<file path="config.mk">
export PLATFORM = sky130hd
export DESIGN_NAME = pmos_power_gate_sequencer
export DESIGN_NICKNAME = d
export VERILOG_FILES = /design/src/rtl/pmos_power_gate_sequencer.sv
export SDC_FILE = /design/constraint.sdc
export NUM_CORES = 1
export LEC_CHECK = 0
export CORE_MARGIN = 1.5
export CORE_UTILIZATION = 29
export CTS_BUF_LIST = sky130_fd_sc_hd__clkbuf_4 sky130_fd_sc_hd__clkbuf_8
export DETAILED_ROUTE_END_ITERATION = 7
export GPL_ROUTABILITY_DRIVEN = 0
export GPL_TIMING_DRIVEN = 0
export SYNTH_ARGS = -nofsm -noshare
export SYNTH_HDL_FRONTEND = slang
export SYNTH_SLANG_ARGS = --single-unit
</file>
<file path="constraint.sdc">
create_clock -name clk -period 4.3 [get_ports clk]
set_input_delay 0.86 -clock clk [delete_from_list [all_inputs] [get_ports clk]]
set_output_delay 0.86 -clock clk [all_outputs]
set_load 0.01 [all_outputs]
</file>
<file path="src/rtl/pmos_power_gate_sequencer.sv">
// Staged PMOS header-switch sequencer with isolation and request/ack handshake.
// Optional PWR_GOOD_CHECK_EN adds a pwr_good input that gates entry into ON.
`timescale 1ns/1ps
module pmos_power_gate_sequencer #(
  parameter int N_STAGES    = 4,
  parameter int STAGE_DELAY = 3
) (
  input  logic                clk,
  input  logic                rst,
  input  logic                pwr_req,
`ifdef PWR_GOOD_CHECK_EN
  input  logic                pwr_good,
`endif
  output logic                pwr_ack,
  output logic [N_STAGES-1:0] gate_n,
  output logic                iso_en,
  output logic                busy
);

  localparam int CW = $clog2(N_STAGES + 1);
  localparam int TW = (STAGE_DELAY > 1) ? $clog2(STAGE_DELAY) : 1;
  localparam logic [CW-1:0] CNT_FULL = CW'(N_STAGES);
  localparam logic [CW-1:0] CNT_ONE  = CW'(1);
  localparam logic [TW-1:0] T_LAST   = TW'(STAGE_DELAY - 1);
  localparam logic [TW-1:0] T_ONE    = TW'(1);

  typedef enum logic [2:0] {
    OFF       = 3'd0,
    RAMP_UP   = 3'd1,
    ON        = 3'd2,
    ISO       = 3'd3,
    RAMP_DOWN = 3'd4
  } state_t;

  state_t              state, state_nxt;
  logic [CW-1:0]       on_cnt, on_cnt_nxt;
  logic [TW-1:0]       timer, timer_nxt;
  logic [N_STAGES-1:0] gate_n_nxt;
  logic                iso_nxt, ack_nxt, busy_nxt;
  logic                settle_ok;

`ifdef PWR_GOOD_CHECK_EN
  assign settle_ok = pwr_good;
`else
  assign settle_ok = 1'b1;
`endif

  // Outputs are registered from the next-state values so they change on the
  // same edge as state/on_cnt and never glitch.
  always_ff @(posedge clk or posedge rst) begin
    if (rst) begin
      state   <= OFF;
      on_cnt  <= '0;
      timer   <= '0;
      gate_n  <= '1;
      iso_en  <= 1'b1;
      pwr_ack <= 1'b0;
      busy    <= 1'b0;
    end else begin
      state   <= state_nxt;
      on_cnt  <= on_cnt_nxt;
      timer   <= timer_nxt;
      gate_n  <= gate_n_nxt;
      iso_en  <= iso_nxt;
      pwr_ack <= ack_nxt;
      busy    <= busy_nxt;
    end
  end

  always_comb begin
    state_nxt  = state;
    on_cnt_nxt = on_cnt;
    timer_nxt  = timer;
    case (state)
      OFF: begin
        if (pwr_req) begin
          state_nxt  = RAMP_UP;
          on_cnt_nxt = CNT_ONE;
          timer_nxt  = '0;
        end
      end
      RAMP_UP: begin
        // A dropped request reverses immediately, even while waiting to settle.
        if (!pwr_req) begin
          on_cnt_nxt = on_cnt - CNT_ONE;
          timer_nxt  = '0;
          state_nxt  = (on_cnt == CNT_ONE) ? OFF : RAMP_DOWN;
        end else if (timer != T_LAST) begin
          timer_nxt = timer + T_ONE;
        end else if (on_cnt != CNT_FULL) begin
          on_cnt_nxt = on_cnt + CNT_ONE;
          timer_nxt  = '0;
        end else if (settle_ok) begin
          state_nxt = ON;
          timer_nxt = '0;
        end
      end
      ON: begin
        if (!pwr_req) begin
          state_nxt = ISO;
        end
      end
      ISO: begin
        on_cnt_nxt = CNT_FULL - CNT_ONE;
        timer_nxt  = '0;
        state_nxt  = (CNT_FULL == CNT_ONE) ? OFF : RAMP_DOWN;
      end
      RAMP_DOWN: begin
        if (pwr_req) begin
          on_cnt_nxt = on_cnt + CNT_ONE;
          timer_nxt  = '0;
          state_nxt  = RAMP_UP;
        end else if (timer != T_LAST) begin
          timer_nxt = timer + T_ONE;
        end else begin
          on_cnt_nxt = on_cnt - CNT_ONE;
          timer_nxt  = '0;
          state_nxt  = (on_cnt == CNT_ONE) ? OFF : RAMP_DOWN;
        end
      end
      default: begin
        state_nxt  = OFF;
        on_cnt_nxt = '0;
        timer_nxt  = '0;
      end
    endcase
  end

  always_comb begin
    gate_n_nxt = '1;
    for (int i = 0; i < N_STAGES; i++) begin
      gate_n_nxt[i] = (CW'(i) >= on_cnt_nxt);
    end
    iso_nxt  = (state_nxt != ON);
    ack_nxt  = (state_nxt == ON);
    busy_nxt = (state_nxt == RAMP_UP) || (state_nxt == ISO) || (state_nxt == RAMP_DOWN);
  end

endmodule

</file>
# [After elaboration in Yosys (flattened, before gate mapping)]
# Cells that the tools add are included.
[classes] n_addsub=3 bitwise_logic=1 div=0 mux=21 reduce_logical=4 n_shift=0 n_eq_ne=13 multipliers=0 order_cmp=4
[op_table] cell="$mux W3" count=14
[op_table] cell="$pmux W3 S5" count=2
[op_table] cell="$eq A3 B2 Y1 const B" count=4
[op_table] cell="$eq A3 B1 Y1 const B" count=3
[op_table] cell="$mux W2" count=4
[op_table] cell="$pmux W2 S4" count=1
[op_table] cell="$eq A3 B3 Y1 const B" count=2
[op_table] cell="$ge A1 B3 Y1 const A" count=2
[op_table] cell="$ge A2 B3 Y1 const A" count=2
[op_table] cell="$ne A2 B2 Y1 const B" count=2
[op_table] cell="$add A3 B1 Y3 const B" count=1
[op_table] cell="$logic_not A3 Y1" count=1
[op_table] cell="$ne A3 B2 Y1 const B" count=1
[op_table] cell="$ne A3 B3 Y1 const B" count=1
[op_table] cell="$sub A3 B1 Y3 const B" count=1
[op_table] cell="$add A2 B1 Y2 const B" count=1
[op_table] cell="$logic_or A1 B1 Y1" count=2
[op_table] cell="$reduce_and A2 Y1" count=1
[op_table] cell="$not A1 Y1" count=1
[totals] romBits=0 wordCells=53 regBits=15 ram_bits=0 input_bits=3 latch_bits=0 out_inout_bits=7 memories=0

# [Logic depth before layout (Yosys ltp)]
[depth] ltp_word=8 mapped_depth=7 mapped_depth_nobuf=7

# [Worst setup path before layout]
# No wires, ideal clock.
[synth_timing] kind="input-to-reg" from="input pwr_req" to="register gate_n[0]" required_ns=4.218 setup_time_ns=0.082 path_slack_ns=2.497 t_arrival_ns=1.721 path_buffers=1 path_stages=6 path_cell_list="clkbuf_1 nor3_1 o21ai_1 o21ai_1 nand4b_1 nor3_1"
[synth_via] elab_chain_cells=3 elab_cells_between_ends=5 cone_classes="order compare: 1; mux: 4"
[synth_lines] element="start: declaration" line_no="10" text="input logic pwr_req,"
[synth_lines] element="$mux W3, on equally long branches" line_no="109, 76, 84"
[synth_lines] element="$pmux W3 S5 *" line_no="74" text="case (state)"
[synth_lines] element="net on_cnt_nxt[1]" line_no="36" text="logic [CW-1:0] on_cnt, on_cnt_nxt;"
[synth_lines] element="$ge A1 B3 Y1 *" line_no="132" text="gate_n_nxt[i] = (CW'(i) >= on_cnt_nxt);"
[synth_lines] element="net gate_n_nxt[0]" line_no="38" text="logic [N_STAGES-1:0] gate_n_nxt;"
[synth_lines] element="end signal: assignment" line_no="63" text="gate_n <= gate_n_nxt;"
[synth_lines] element="end: declaration" line_no="15" text="output logic [N_STAGES-1:0] gate_n,"
# Mark *: on every way through the listed nets, which the timed path passes. The rest lies on a longest branch.
# A chain may end at the register's enable or synchronous reset.

# [Worst setup path after layout]
# Same ends and word-level chain as after synthesis.

==> reports/qor.yml <==
job:
  drv_cap: 0
cts:
  cts_tree: "done"
  post_cts_resized: 0
  root_buffer: "clkbuf_4"
  clk_pin_slew_ns: 0.09
  numCtsBuffers: 3
  cts_hold_buf: 0
  clk_latency_ns: 0.28
  cts_max_level: 1
  post_cts_buffers: 0
  cts_buffer_depth: 2
  cts_sinks: 15
cells_and_area:
  area_growth_pct: 18.13
  final-seq-area_um2: 381.6
  fillerInstances: 316
  multiInputGateArea_um2: 508.0
  layout_commonest_cell: "dfrtp_1"
  antenna_cells: 0
  drive_gt1_frac: 0.1842
  final_nets: 122
  finish.utilization: 0.3654
  final_cell_mix: "dfrtp_1, clkdlybuf4s50_1, nor2_1"
setup_path:
  cp_max_fo: 10
  cp_data_arrival_time_ns: 2.61
  required_ns: 4.51
  criticalPathCategory: "input port to flip-flop"
  start_kind: "input port"
  cp-end-kind: "flip-flop"
route:
  wire_per_inst_um: 13.01
  drt_iter0_drc: 35
  drc: 0
  via_count: 788
  drt-vias-per-instance: 4.987
  drt-total-wl_um: 2055
  drtPass1Iterations: 4
  final_antenna_net_count: 0
floorplan:
  core_area_mm2: 0.003078
  std_cell_rows: 20
  io_pins: 10
  die-area_mm2: 0.003636
  fp.dieH_um: 60.30
  start_util: 0.3093
  die_w_um: 60.30
synth:
  synth_cell_types: 44
  yosysTopAreaCell: "dfrtp_1"
  synthFlopType: "dfrtp_1"
  synth_area_per_cell_um2: 9.427
  yosysSeqAreaShare: 0.4008
  synthesis.nets: 108
  yosys_warnings: 0
  yosysTopAreaCellShare: 0.2628
  netlist_top_cells_area: "dfrtp_1, dfstp_2, ha_1, nor2_1, nand2_1"
  async_reset_ff_frac: 1.000
  synth-edff-count: 0
  synthesis.area_um2: 952.2
  synth_cells: 101
  synth_seq_cells: 15
timing:
  relSlewSlack: 0.6337
  finalSetupTns_ns: 0
  post-route-period-util: 0.5582
  max_freq_mhz: 416.6
  tightest_slew_ns: 0.5489
  period_minus_slack_ns: 2.400
  rsz0062_at_grt: "false"
  hold_viol: 0
  setup_viol: 0
  drv_slew: 0
  skew_ns: 0.004216
grt:
  use_met2: 0.2003
  grt_max_degree: 16
  met1_usage: 0.1775
  grt.busiest_layer: "met2"
  antenna_found_initial: 0
  grtUsageMet3: 0.03680
  grt_pass1_wl_um: 3608
  grt.total_usage: 0.1358
  grt_overflow: 0
  grt_pass1_vias: 758
power:
  cellPowerDensity_mw_per_mm2: 559.6
  power_w: 0.0006295
  power.leakage_nw: 0.4425
  vdd_drop_max_v: 0.0002898
min_path:
  min_path_type: "flip-flop to flip-flop"
place:
  dp_hpwl_um: 1474
  io_buffers: 9
status:
  status: "complete, no violations"
logic make-up after synthesis:
group | count (synthesis) | share of synthesized area
fa+ha+maj | 4 | 0.05256
flops | 15 | 0.4008
simple gates | 41 | 0.2589
compound gates | 27 | 0.2129
xor+xnor | 1 | 0.009200
buf+inv | 13 | 0.06570
power breakdown:
part | internal, W | switching, W
logic | 0.000143 | 0.000175
registers | 0.000197 | 0.0000327
clock network | 0.0000345 | 0.0000468
total | 0.000375 | 0.000255
worst max-delay path: stages:
cell,delay [ns]
clkdlybuf4s50_1,0.60
clkbuf_1,0.39
nor3_1,0.11
o21ai_1,0.09
o21ai_1,0.08
nand4b_1,0.26
nor3_1,0.21
routing by layer:
layer | vias to the layer above | part of all wire | wire [um]
li1 | 392 | - | -
met5 | - | 0 | 0
met1 | 376 | 0.47 | 974
met3 | 4 | 0.053 | 108
met4 | 0 | 0.024 | 50
met2 | 16 | 0.45 | 923
stage by stage:
step           std cells  cell area [um2]  hold WS (ns)  setup slack, ns
2_1_floorplan        101            952.2        0.5655            2.497
3_3_place_gp         154             1097        0.6213            1.645
3_5_place_dp         154             1097        0.6210            1.614
4_1_cts              158             1125        0.6357            1.903
5_1_grt              158             1125        0.6831            1.724
6_report             158             1125        0.6298            1.900
Yosys cell counts (2+ instances only):
| cell type | n |
|---|---|
| dfrtp_1 | 10 |
| nor2_1 | 8 |
| nand2_1 | 7 |
| a21oi_1 | 5 |
| dfstp_2 | 5 |
| o21ai_1 | 5 |
| ha_1 | 4 |
| inv_1 | 4 |
| nand2b_1 | 4 |
| nor2b_1 | 4 |
| nand3b_1 | 3 |
| nor3_1 | 3 |
| a32oi_1 | 2 |
| buf_2 | 2 |
| clkbuf_1 | 2 |
| inv_2 | 2 |
| nand3_1 | 2 |
| nor2b_2 | 2 |
| o211ai_1 | 2 |
flip-flops by register name (all words and copies together), names as in the netlist:
signal	count
state	3
timer	2
iso_en	1
busy	1
pwr_ack	1
gate_n	4
on_cnt	3
layout make-up:
type,instances,share of cell area
plain buffers,6,0.03226
clock buffers,3,0.02002
clock inverters,1,0.004449
inverters,7,0.02336
multi-input cells,73,0.4516
flip-flops and latches,15,0.3393
well taps,44,0.04894
repair buffers,9,0.08009
final timing paths:
check	startpoint	to	slack (ns)	cells past startpoint
max in group asynchronous	rst	iso_en	3.02	2
min in group asynchronous	rst	timer[1]	0.91	2
setup reg to reg	on_cnt[0]	gate_n[2]	2.43	7
hold / removal	state[0]	timer[1]	0.63	2
hold reg to reg	state[0]	timer[1]	0.63	2
setup / recovery	pwr_req	gate_n[0]	1.90	7
Note: power is estimated with default switching activity, not from simulation.
